`config.mk`:
```
export PLATFORM = sky130hd
export DESIGN_NAME = rom_dl_ctrl
export DESIGN_NICKNAME = d
export VERILOG_FILES = /design/src/rtl/rom_dl_ctrl_pkg.sv /design/src/rtl/rom_dl_ctrl_fifo.sv /design/src/rtl/rom_dl_ctrl.sv
export SDC_FILE = /design/constraint.sdc
export NUM_CORES = 1
export LEC_CHECK = 0
export CAP_MARGIN = 10
export CORE_MARGIN = 3
export CORE_UTILIZATION = 56
export CTS_BUF_LIST = sky130_fd_sc_hd__clkbuf_8
export CTS_CLUSTER_DIAMETER = 100
export DETAILED_ROUTE_END_ITERATION = 8
export PLACE_DENSITY = 0.83
export SLEW_MARGIN = 20
export SYNTH_ARGS = -nofsm -noshare
export SYNTH_HDL_FRONTEND = slang
export SYNTH_SLANG_ARGS = --single-unit
```
`constraint.sdc`:
```
create_clock -name i_clk_sys -period 3.2 [get_ports i_clk_sys]
set_input_delay 0.48 -clock i_clk_sys [delete_from_list [all_inputs] [get_ports i_clk_sys]]
set_output_delay 0.48 -clock i_clk_sys [all_outputs]
set_load 0.01 [all_outputs]
```
`src/rtl/rom_dl_ctrl_pkg.sv`:
```
// ---------------------------------------------------------------------------
// dl_pkg
// Shared types for the ROM download controller: the region each ioctl byte
// belongs to, the FIFO entry that carries a byte from capture to issue, the
// controller state encoding, and the helper that decodes a byte address into
// its region.
// ---------------------------------------------------------------------------
package dl_pkg;

    typedef enum logic [1:0] {
        RGN_GFX  = 2'd0,
        RGN_CPU  = 2'd1,
        RGN_PAL  = 2'd2,
        RGN_DROP = 2'd3
    } region_t;

    typedef struct packed {
        region_t     region;
        logic [24:0] addr;
        logic [7:0]  data;
    } entry_t;

    typedef enum logic [1:0] {
        ST_IDLE  = 2'd0,
        ST_LOAD  = 2'd1,
        ST_FLUSH = 2'd2,
        ST_DONE  = 2'd3
    } dl_state_t;

    localparam logic [24:0] CPU_LEN = 25'h10000;
    localparam logic [24:0] PAL_LEN = 25'd32;

    // Region decode. The comparisons are done one bit wider so that a base
    // placed near the top of the address space cannot wrap its end bound.
    function automatic region_t decodeRegion(
        input logic [24:0] addr,
        input logic [24:0] cpuBase,
        input logic [24:0] palBase
    );
        logic [25:0] wideAddr;
        logic [25:0] cpuEnd;
        logic [25:0] palEnd;
        region_t     rgn;
        wideAddr = {1'b0, addr};
        cpuEnd   = {1'b0, cpuBase} + {1'b0, CPU_LEN};
        palEnd   = {1'b0, palBase} + {1'b0, PAL_LEN};
        if (addr < cpuBase) begin
            rgn = RGN_GFX;
        end else if (wideAddr < cpuEnd) begin
            rgn = RGN_CPU;
        end else if ((addr >= palBase) && (wideAddr < palEnd)) begin
            rgn = RGN_PAL;
        end else begin
            rgn = RGN_DROP;
        end
        return rgn;
    endfunction

endpackage

```
`src/rtl/rom_dl_ctrl_fifo.sv`:
```
// ---------------------------------------------------------------------------
// dl_fifo
// Small synchronous FIFO of download entries.
//   i_clk_sys   system clock
//   i_reset     synchronous active-high reset, empties the FIFO
//   i_push      write i_entry (accepted when not full, or full but popping)
//   i_entry     entry to write
//   i_pop       remove the head entry (ignored when empty)
//   o_head      current head entry (valid when o_empty is low)
//   o_full      all DEPTH slots occupied
//   o_empty     no entries stored
// ---------------------------------------------------------------------------
module dl_fifo
    import dl_pkg::*;
#(
    parameter int DEPTH = 4
) (
    input  logic   i_clk_sys,
    input  logic   i_reset,
    input  logic   i_push,
    input  entry_t i_entry,
    input  logic   i_pop,
    output entry_t o_head,
    output logic   o_full,
    output logic   o_empty
);

    localparam int AW = (DEPTH > 1) ? $clog2(DEPTH) : 1;

    entry_t        r_mem [DEPTH];
    logic [AW:0]   r_wrPtr;
    logic [AW:0]   r_rdPtr;
    logic          w_doPop;
    logic          w_doPush;

    // Pointers carry one extra wrap bit so full and empty are distinguishable.
    assign o_empty  = (r_wrPtr == r_rdPtr);
    assign o_full   = (r_wrPtr[AW] != r_rdPtr[AW]) &&
                      (r_wrPtr[AW-1:0] == r_rdPtr[AW-1:0]);
    assign w_doPop  = i_pop && !o_empty;
    // A pop in the same cycle frees the slot, so a full FIFO still accepts.
    assign w_doPush = i_push && (!o_full || w_doPop);
    assign o_head   = r_mem[r_rdPtr[AW-1:0]];

    always_ff @(posedge i_clk_sys) begin
        if (i_reset) begin
            r_wrPtr <= '0;
            r_rdPtr <= '0;
        end else begin
            if (w_doPush) begin
                r_wrPtr <= r_wrPtr + 1'b1;
            end
            if (w_doPop) begin
                r_rdPtr <= r_rdPtr + 1'b1;
            end
        end
    end

    always_ff @(posedge i_clk_sys) begin
        if (w_doPush) begin
            r_mem[r_wrPtr[AW-1:0]] <= i_entry;
        end
    end

endmodule

```
`src/rtl/rom_dl_ctrl.sv`:
```
// ---------------------------------------------------------------------------
// rom_dl_ctrl
// Sequences the ioctl ROM download stream into the SDRAM download ports
// (port1 = CPU ROM, port2 = GFX ROM) and the palette PROM write strobe, and
// owns the rom_loaded flag and the core reset.
//   i_clk_sys, i_reset          clock, synchronous active-high reset
//   i_user_reset                OSD/button reset request
//   i_ioctl_downl/wr/addr/dout  ioctl download stream (wr rising edge = byte)
//   o_port1_* / i_port1_ack     toggle-handshake CPU ROM write port
//   o_port2_* / i_port2_ack     toggle-handshake GFX ROM write port
//   o_pal_wr/addr/dat           one-cycle palette PROM write
//   o_rom_loaded                sticky: a download finished and drained
//   o_core_reset                reset to the game core
//   o_busy                      FIFO non-empty or a port request pending
//   o_overflow                  sticky: a byte was dropped on a full FIFO
// ---------------------------------------------------------------------------
module rom_dl_ctrl
    import dl_pkg::*;
#(
    parameter int          FIFO_DEPTH = 4,
    parameter logic [24:0] CPU_BASE   = 25'h10000,
    parameter logic [24:0] PAL_BASE   = 25'h20000
) (
    input  logic        i_clk_sys,
    input  logic        i_reset,
    input  logic        i_user_reset,
    input  logic        i_ioctl_downl,
    input  logic        i_ioctl_wr,
    input  logic [24:0] i_ioctl_addr,
    input  logic [7:0]  i_ioctl_dout,
    output logic        o_port1_req,
    input  logic        i_port1_ack,
    output logic [22:0] o_port1_a,
    output logic [1:0]  o_port1_ds,
    output logic [15:0] o_port1_d,
    output logic        o_port2_req,
    input  logic        i_port2_ack,
    output logic [22:0] o_port2_a,
    output logic [1:0]  o_port2_ds,
    output logic [15:0] o_port2_d,
    output logic        o_pal_wr,
    output logic [4:0]  o_pal_addr,
    output logic [7:0]  o_pal_dat,
    output logic        o_rom_loaded,
    output logic        o_core_reset,
    output logic        o_busy,
    output logic        o_overflow
);

    dl_state_t   r_state;
    dl_state_t   w_stateNext;
    logic        r_downlPrev;
    logic        r_wrPrev;
    logic        r_capValid;
    entry_t      r_capEntry;

    logic        r_port1Req;
    logic [22:0] r_port1A;
    logic [1:0]  r_port1Ds;
    logic [15:0] r_port1D;
    logic        r_port2Req;
    logic [22:0] r_port2A;
    logic [1:0]  r_port2Ds;
    logic [15:0] r_port2D;
    logic        r_palWr;
    logic [4:0]  r_palAddr;
    logic [7:0]  r_palDat;
    logic        r_romLoaded;
    logic        r_coreReset;
    logic        r_overflow;

    logic        w_capEdge;
    region_t     w_capRegion;
    logic        w_downlRise;
    logic        w_downlFall;
    entry_t      w_head;
    logic        w_fifoFull;
    logic        w_fifoEmpty;
    logic        w_pop;
    logic        w_port1Idle;
    logic        w_port2Idle;
    logic        w_drained;
    logic [24:0] w_cpuOff;
    logic        w_setLoaded;
    logic        w_coreResetNext;
    logic        w_unused;

    assign w_capEdge   = i_ioctl_wr && !r_wrPrev && i_ioctl_downl;
    assign w_capRegion = decodeRegion(i_ioctl_addr, CPU_BASE, PAL_BASE);
    assign w_downlRise = i_ioctl_downl && !r_downlPrev;
    assign w_downlFall = !i_ioctl_downl && r_downlPrev;
    assign w_port1Idle = (r_port1Req == i_port1_ack);
    assign w_port2Idle = (r_port2Req == i_port2_ack);
    assign w_cpuOff    = w_head.addr - CPU_BASE;
    // A byte still sitting in the capture register counts as not drained.
    assign w_drained   = w_fifoEmpty && !r_capValid && w_port1Idle && w_port2Idle;
    assign w_unused    = w_cpuOff[24];

    // Byte capture: decode the region on the ioctl_wr rising edge and hand
    // the entry to the FIFO one cycle later. Out-of-range bytes never enter.
    always_ff @(posedge i_clk_sys) begin
        if (i_reset) begin
            r_wrPrev   <= i_ioctl_wr;
            r_capValid <= 1'b0;
            r_capEntry <= '0;
        end else begin
            r_wrPrev          <= i_ioctl_wr;
            r_capValid        <= w_capEdge && (w_capRegion != RGN_DROP);
            r_capEntry.region <= w_capRegion;
            r_capEntry.addr   <= i_ioctl_addr;
            r_capEntry.data   <= i_ioctl_dout;
        end
    end

    dl_fifo #(
        .DEPTH (FIFO_DEPTH)
    ) u_fifo (
        .i_clk_sys (i_clk_sys),
        .i_reset   (i_reset),
        .i_push    (r_capValid),
        .i_entry   (r_capEntry),
        .i_pop     (w_pop),
        .o_head    (w_head),
        .o_full    (w_fifoFull),
        .o_empty   (w_fifoEmpty)
    );

    // The head only leaves when its destination can take it, which keeps
    // the stream in order. Palette writes never stall.
    always_comb begin
        w_pop = 1'b0;
        if (!w_fifoEmpty) begin
            case (w_head.region)
                RGN_GFX: w_pop = w_port2Idle;
                RGN_CPU: w_pop = w_port1Idle;
                default: w_pop = 1'b1;
            endcase
        end
    end

    // Issue: the pop edge loads the port outputs and toggles req together, so
    // the SDRAM side sees stable address/data for the whole request.
    always_ff @(posedge i_clk_sys) begin
        if (i_reset) begin
            r_port1Req <= i_port1_ack;
            r_port1A   <= '0;
            r_port1Ds  <= '0;
            r_port1D   <= '0;
            r_port2Req <= i_port2_ack;
            r_port2A   <= '0;
            r_port2Ds  <= '0;
            r_port2D   <= '0;
            r_palWr    <= 1'b0;
            r_palAddr  <= '0;
            r_palDat   <= '0;
        end else begin
            r_palWr <= 1'b0;
            if (w_pop) begin
                case (w_head.region)
                    RGN_CPU: begin
                        r_port1A   <= w_cpuOff[23:1];
                        r_port1Ds  <= {w_cpuOff[0], ~w_cpuOff[0]};
                        r_port1D   <= {w_head.data, w_head.data};
                        r_port1Req <= ~r_port1Req;
                    end
                    RGN_GFX: begin
                        // addr[13] selects the byte lane; the word address
                        // closes the gap it leaves.
                        r_port2A   <= {w_head.addr[23:15], w_head.addr[14],
                                       w_head.addr[12:0]};
                        r_port2Ds  <= {w_head.addr[13], ~w_head.addr[13]};
                        r_port2D   <= {w_head.data, w_head.data};
                        r_port2Req <= ~r_port2Req;
                    end
                    RGN_PAL: begin
                        r_palWr   <= 1'b1;
                        r_palAddr <= w_head.addr[4:0];
                        r_palDat  <= w_head.data;
                    end
                    default: begin
                    end
                endcase
            end
        end
    end

    // Overflow only when the write truly has nowhere to go: full with no pop.
    always_ff @(posedge i_clk_sys) begin
        if (i_reset) begin
            r_overflow <= 1'b0;
        end else if (r_capValid && w_fifoFull && !w_pop) begin
            r_overflow <= 1'b1;
        end
    end

    // Download state register. downlPrev restarts at 0 so a download still
    // active when reset drops re-enters LOAD.
    always_ff @(posedge i_clk_sys) begin
        if (i_reset) begin
            r_state     <= ST_IDLE;
            r_downlPrev <= 1'b0;
        end else begin
            r_state     <= w_stateNext;
            r_downlPrev <= i_ioctl_downl;
        end
    end

    always_comb begin
        w_stateNext = r_state;
        case (r_state)
            ST_IDLE:  if (w_downlRise) w_stateNext = ST_LOAD;
            ST_LOAD:  if (w_downlFall) w_stateNext = ST_FLUSH;
            ST_FLUSH: begin
                if (w_downlRise) begin
                    w_stateNext = ST_LOAD;
                end else if (w_drained) begin
                    w_stateNext = ST_DONE;
                end
            end
            ST_DONE:  if (w_downlRise) w_stateNext = ST_LOAD;
            default:  w_stateNext = ST_IDLE;
        endcase
    end

    always_comb begin
        w_setLoaded     = (r_state == ST_FLUSH) && (w_stateNext == ST_DONE);
        w_coreResetNext = (r_state != ST_DONE) || i_user_reset || i_reset;
    end

    // rom_loaded survives later downloads; only reset clears it.
    always_ff @(posedge i_clk_sys) begin
        if (i_reset) begin
            r_romLoaded <= 1'b0;
        end else if (w_setLoaded) begin
            r_romLoaded <= 1'b1;
        end
    end

    always_ff @(posedge i_clk_sys) begin
        r_coreReset <= w_coreResetNext;
    end

    assign o_port1_req  = r_port1Req;
    assign o_port1_a    = r_port1A;
    assign o_port1_ds   = r_port1Ds;
    assign o_port1_d    = r_port1D;
    assign o_port2_req  = r_port2Req;
    assign o_port2_a    = r_port2A;
    assign o_port2_ds   = r_port2Ds;
    assign o_port2_d    = r_port2D;
    assign o_pal_wr     = r_palWr;
    assign o_pal_addr   = r_palAddr;
    assign o_pal_dat    = r_palDat;
    assign o_rom_loaded = r_romLoaded;
    assign o_core_reset = r_coreReset;
    assign o_overflow   = r_overflow;
    assign o_busy       = !w_fifoEmpty || !w_port1Idle || !w_port2Idle;

endmodule

```
### Word-level counts from Yosys, hierarchy flattened

Memory sizes are Yosys's and may differ from the RTL's. A register that Yosys moved wholly into a read port is not among the register bits.
Cells that the tools add are included.

* bits in writable memories: 140
* memories kept: 1
* register bits: 147
* word-level logic and storage cells: 111

* equality and inequality tests: 13
* reductions and logical operators: 41
* bitwise operators: 5
* add/sub/neg operators: 3
* multiplexer cells: 21
* $lt $le $gt $ge: 4

Memories
* u_fifo.r_mem: words 4, width 35, rd ports 1, clocked after Yosys merged registers in 1, wr ports 1, RTL line rom_dl_ctrl_fifo.sv:30 `entry_t r_mem [DEPTH];`

Operators with widths (count)
* < comparator 25 x 18 -> 1 bit (second input constant): 2
* >= comparator 25 x 18 -> 1 bit (second input constant): 1
* < comparator 25 x 17 -> 1 bit (second input constant): 1
* subtractor 24 x 17 -> 24 bit (second input constant): 1
* 2-to-1 mux 2 bit: 8
* logical AND 1 bit: 15
* 2-to-1 mux 1 bit: 11
* AND reduction 2 bit: 5
* zero test 1 bit: 9
* equality test 2 bit (second input constant): 4
* adder 3 x 1 -> 3 bit (second input constant): 2
* one-hot mux 2 bit (3 select lines): 1
* nonzero test 2 bit: 3
* logical OR 1 bit: 5
* NOT 1 bit: 5
* equality test 2 x 1 -> 1 bit (second input constant): 2
* zero test 2 bit: 2
* != test 2 bit (second input constant): 2
* OR reduction 2 bit: 2
* equality test 3 bit: 1
* equality test 1 bit: 2
* equality test 2 bit: 1
* one-hot mux 1 bit (2 select lines): 1
* != test 1 bit: 1

### Longest topological paths before layout

* depth in word-level cells: 9
* depth in mapped cells: 8
* mapped depth without buffers: 7

### Modules after synthesis

Synthesis repeated with hierarchy kept, for this count alone.

* cell total of the unflattened synthesis: 747
* area total of the unflattened synthesis: 10053.4 um^2

Modules (own cells, without submodules)
* dl_fifo: area an instance 5579.1 um^2, cells each 238, instances 1
* rom_dl_ctrl: area an instance 4474.3 um^2, cells each 509, instances 1

### Worst setup path before layout

OpenSTA, ideal clock, no wires.

* path type: register to register
* from: register with a tool-made name
* to: register u_fifo.r_wrPtr[2]
* stages on the path, launching flop included: 6
* period minus slack after synthesis: 2.885 ns
* slack: 0.315 ns
* setup time: 0.121 ns
* arrival time: 2.764 ns
* required time: 3.079 ns
* cells stage by stage: dfxtp_1 mux4_2 nand2b_1 a41oi_2 and2_1 mux2_2

RTL lines
* to (signal assigned): RTL line rom_dl_ctrl_fifo.sv:51 `r_wrPtr <= r_wrPtr + 1'b1;`
* to (decl): RTL line rom_dl_ctrl_fifo.sv:31 `logic [AW:0] r_wrPtr;`

### Final worst setup path

* from: register u_fifo.r_wrPtr[1]
* to: output o_busy

* longest elaborated chain between the ends: 4

RTL lines
* equality test 3 bit: RTL line rom_dl_ctrl_fifo.sv:37 `assign o_empty = (r_wrPtr == r_rdPtr);`
* zero test 1 bit: RTL line rom_dl_ctrl.sv:257 `assign o_busy = !w_fifoEmpty || !w_port1Idle || !w_port2Idle;`
* logical OR 1 bit (2 in series): RTL line rom_dl_ctrl.sv:257
* to (decl): RTL line rom_dl_ctrl.sv:46 `output logic o_busy,`

No other way between the ends.

==> run metrics <==
fraction of post-synthesis cell area in the top cell type by area around two fifths; weighted congestion at the end of routability-driven global placement 0.757; count of nets left with antenna violations after detail routing 0; sum of overflow across all layers after global routing 0; CORE AREA ~0.017 mm2; post-detailed-route wirelength per cell ~18 um; P_sw roughly 1.4 mW; total of fill cells in the finished design 1,150; ys async rst share 0%; # hold bufs at CTS 0; crit-path max FO 11; post-synth cell types 45; Post-Route Hold Slack 0.438 ns; Hold WC Path Type primary input to flop; combinational share of power under 10%; # placed instances 1,056; transition time at the pin with the least slew margin 1.08 ns; antenna violations before repair 0; Via Count roughly 6,100; Placed Area 0.0114 mm2; Finished Cell Area roughly 0.012 mm2; Yosys reg bits 268; buffer cell driving the clock tree root clkbuf_8; mean area per synthesized cell approximately 14 um2; most numerous cell in the Yosys netlist edfxtp_1; total power per unit cell area around 530 mW/mm2; post-route total power between 6 and 7 mW; Max-slew headroom between 20% and 30%; RSZ-0062 raised after global routing false; Pint just over 5 mW; routed wire length about 20,000 um; count of mapped cells out of synthesis slightly above 700; violation count after the first detailed-route iteration 388; final worst path period need roughly 2.6 ns; clock latency at the later pin of the worst-skew pair ~0.53 ns; final-report max-slew violation count 0; share of power burned in the clock network around 41%; TritonCTS clock tree built; Crit Path Class flop to primary output; startpoint types flop; Layout Skew between 0.015 and 0.02 ns; largest area contributor in the netlist edfxtp_1; maximum buffer depth of the clock tree 3; clock sink count between 200 and 300; Post-route DRC 0; list of most frequent post-synthesis cells edfxtp_1, dfxtp_1, nand2_1; via count of the first global-routing pass a little under 6,000; half-perimeter wire length after detailed placement approximately 13,000 um; area of combinational cells with multiple inputs roughly 0.0028 mm2; number of warning messages in the yosys log 0; initial standard-cell utilization of the core 57.3%; maximum level of the CTS H-tree 2; pin count of the biggest net entering global routing 105; ratio of cells with drive above 1 in the final layout between 10% and 20%; post-synthesis instance area 0.00991 mm2; I/O pin total 142; ANT cells 0; number of port buffers roughly 140; cells taking the most area after synthesis edfxtp_1, dfxtp_1, mux4_2; EDFF count, synth around 140; final hold violation count 0; Inserted Clock Buffers 43; sequential cell area in the final layout around 0.0067 mm2; Worst setup EP type primary output; final total negative setup slack 0 ns; DIE WIDTH between 100 and 150 um; Setup-failing EPs final 0; Peak VDD IR 0.000312 V; first-pass GRT wire length about 32,000 um; data arrival time at the worst-slack endpoint approximately 2.2 ns; Total Die Area 0.0193 mm2; post-layout instance count excluding filler cells approximately 1,100; leakage power 4.14 nW; maximum clock frequency roughly 0.38 GHz; final critical-path share of the clock period between 80 and 90%; vertical die dimension ~140 um; max-cap viol count 0; Resize count post-CTS 0; share of synthesized area occupied by flip-flops and latches about two thirds; Final Net Count around 930; number of buffers added for setup after CTS 0; total number of placement rows 48; area added between synthesis and finish 23.4%; clock-pin slew on the worst setup and hold paths about 0.060 ns; syn nets a little under 800; vias per cell 5.36; Worst EP required 2.72 ns; first-pass iteration count of the detailed router 5; sw frac a little over a fifth; share of total power in sequential cells 56.8%; status completed; GRT Resource Usage Total 20.5%; most frequently used flop master after synthesis edfxtp_1
==> layout by cell type, fill, tap and decap left out, types with 5 or more instances in the layout <==
master / netlist / final
nand2b_1: 5 / 5
nor2_1: 40 / 40
xnor2_1: 8 / 8
clkdlybuf4s50_1: 0 / 140
buf_4: 18 / 17
nor4_1: 5 / 5
mux4_1: 5 / 5
nand2_1: 117 / 117
clkinv_1: 0 / 7
inv_1: 13 / 33
edfxtp_1: 138 / 138
mux4_2: 29 / 29
mux2i_1: 17 / 17
xor2_1: 7 / 7
a211oi_1: 10 / 10
dfxtp_1: 130 / 128
ha_1: 9 / 9
nor2b_1: 36 / 36
a21oi_1: 63 / 63
nor3_1: 6 / 6
clkbuf_8: 2 / 48
==> worst paths after layout <==
kind	startpoint	end	slack, ns	cells after the start
max	u_fifo.r_wrPtr[1]	o_busy	0.56	5
min	i_ioctl_wr	r_wrPrev	0.44	1
max reg2reg	flop	u_fifo.r_mem[3][1]	0.57	5
min reg2reg	o_port2_a[8]	o_port2_a[8]	0.45	2
==> through the flow <==
step	setup WS, ns	utilization, %
CTS	0.524	70.7
global route	0.396	70.7
global placement	0.351	66.1
finish	0.560	70.7
detailed placement	0.315	66.1
floorplan	0.315	-
==> final cells by class <==
type | instances | share of cell area (%)
timing repair buffer | 159 | 12.8
multi-input combinational | 390 | 22.8
clock buffer | 48 | 5.40
clock inverter | 32 | 1.08
sequential | 268 | 55.2
inverter | 14 | 0.430
tap | 225 | 2.30
==> power by group through the flow <==
stage          clock network, mW  registers (mW)  logic (mW)
6_report                    2.64            3.67       0.154
5_1_grt                     2.84            3.67       0.168
4_1_cts                     2.68            3.67       0.155
3_5_place_dp                   0            3.74       0.154
3_3_place_gp                   0            3.74       0.152
2_1_floorplan                  0            3.73      0.0758
==> state kept, by name, summed over array words and instances (netlist names), 2 cells and up, named ones only <==
name / count
o_pal_addr: 5
o_pal_dat: 8
o_port1_a: 23
o_port1_d: 8
o_port1_ds: 2
o_port2_a: 23
o_port2_d: 8
o_port2_ds: 2
r_capEntry: 34
r_state: 2
u_fifo.r_mem: 136
u_fifo.r_rdPtr: 3
u_fifo.r_wrPtr: 3
==> worst max-delay path, cell delays in order (launching register included) <==
cell             delay (ns)
dfxtp_1                0.37
xor2_1                 0.19
nor3b_1                0.22
buf_4                  0.23
nand3_1                0.10
clkdlybuf4s50_1        0.51
==> cells by family after synthesis <==
kind of cell,synth area share [%]
muxes,9.75
adders and majority gates,1.14
and+or+nand+nor,10.8
DFF,68.1
buffers and inverters,3.99
xor gates and xnor gates,1.33
AOI/OAI and AO/OA,4.94
==> layer usage <==
| metal | GRT usage, % | vias to the layer above | wire, um |
|---|---|---|---|
| li1 | - | 2874 | - |
| met1 | 28.1 | 2924 | 8420 |
| met2 | 33.2 | 245 | 9870 |
| met3 | 4.38 | 41 | 1440 |
| met4 | 6.85 | 0 | 513 |
| met5 | 0 | - | 0 |
Power figures use the tool's default switching activity.
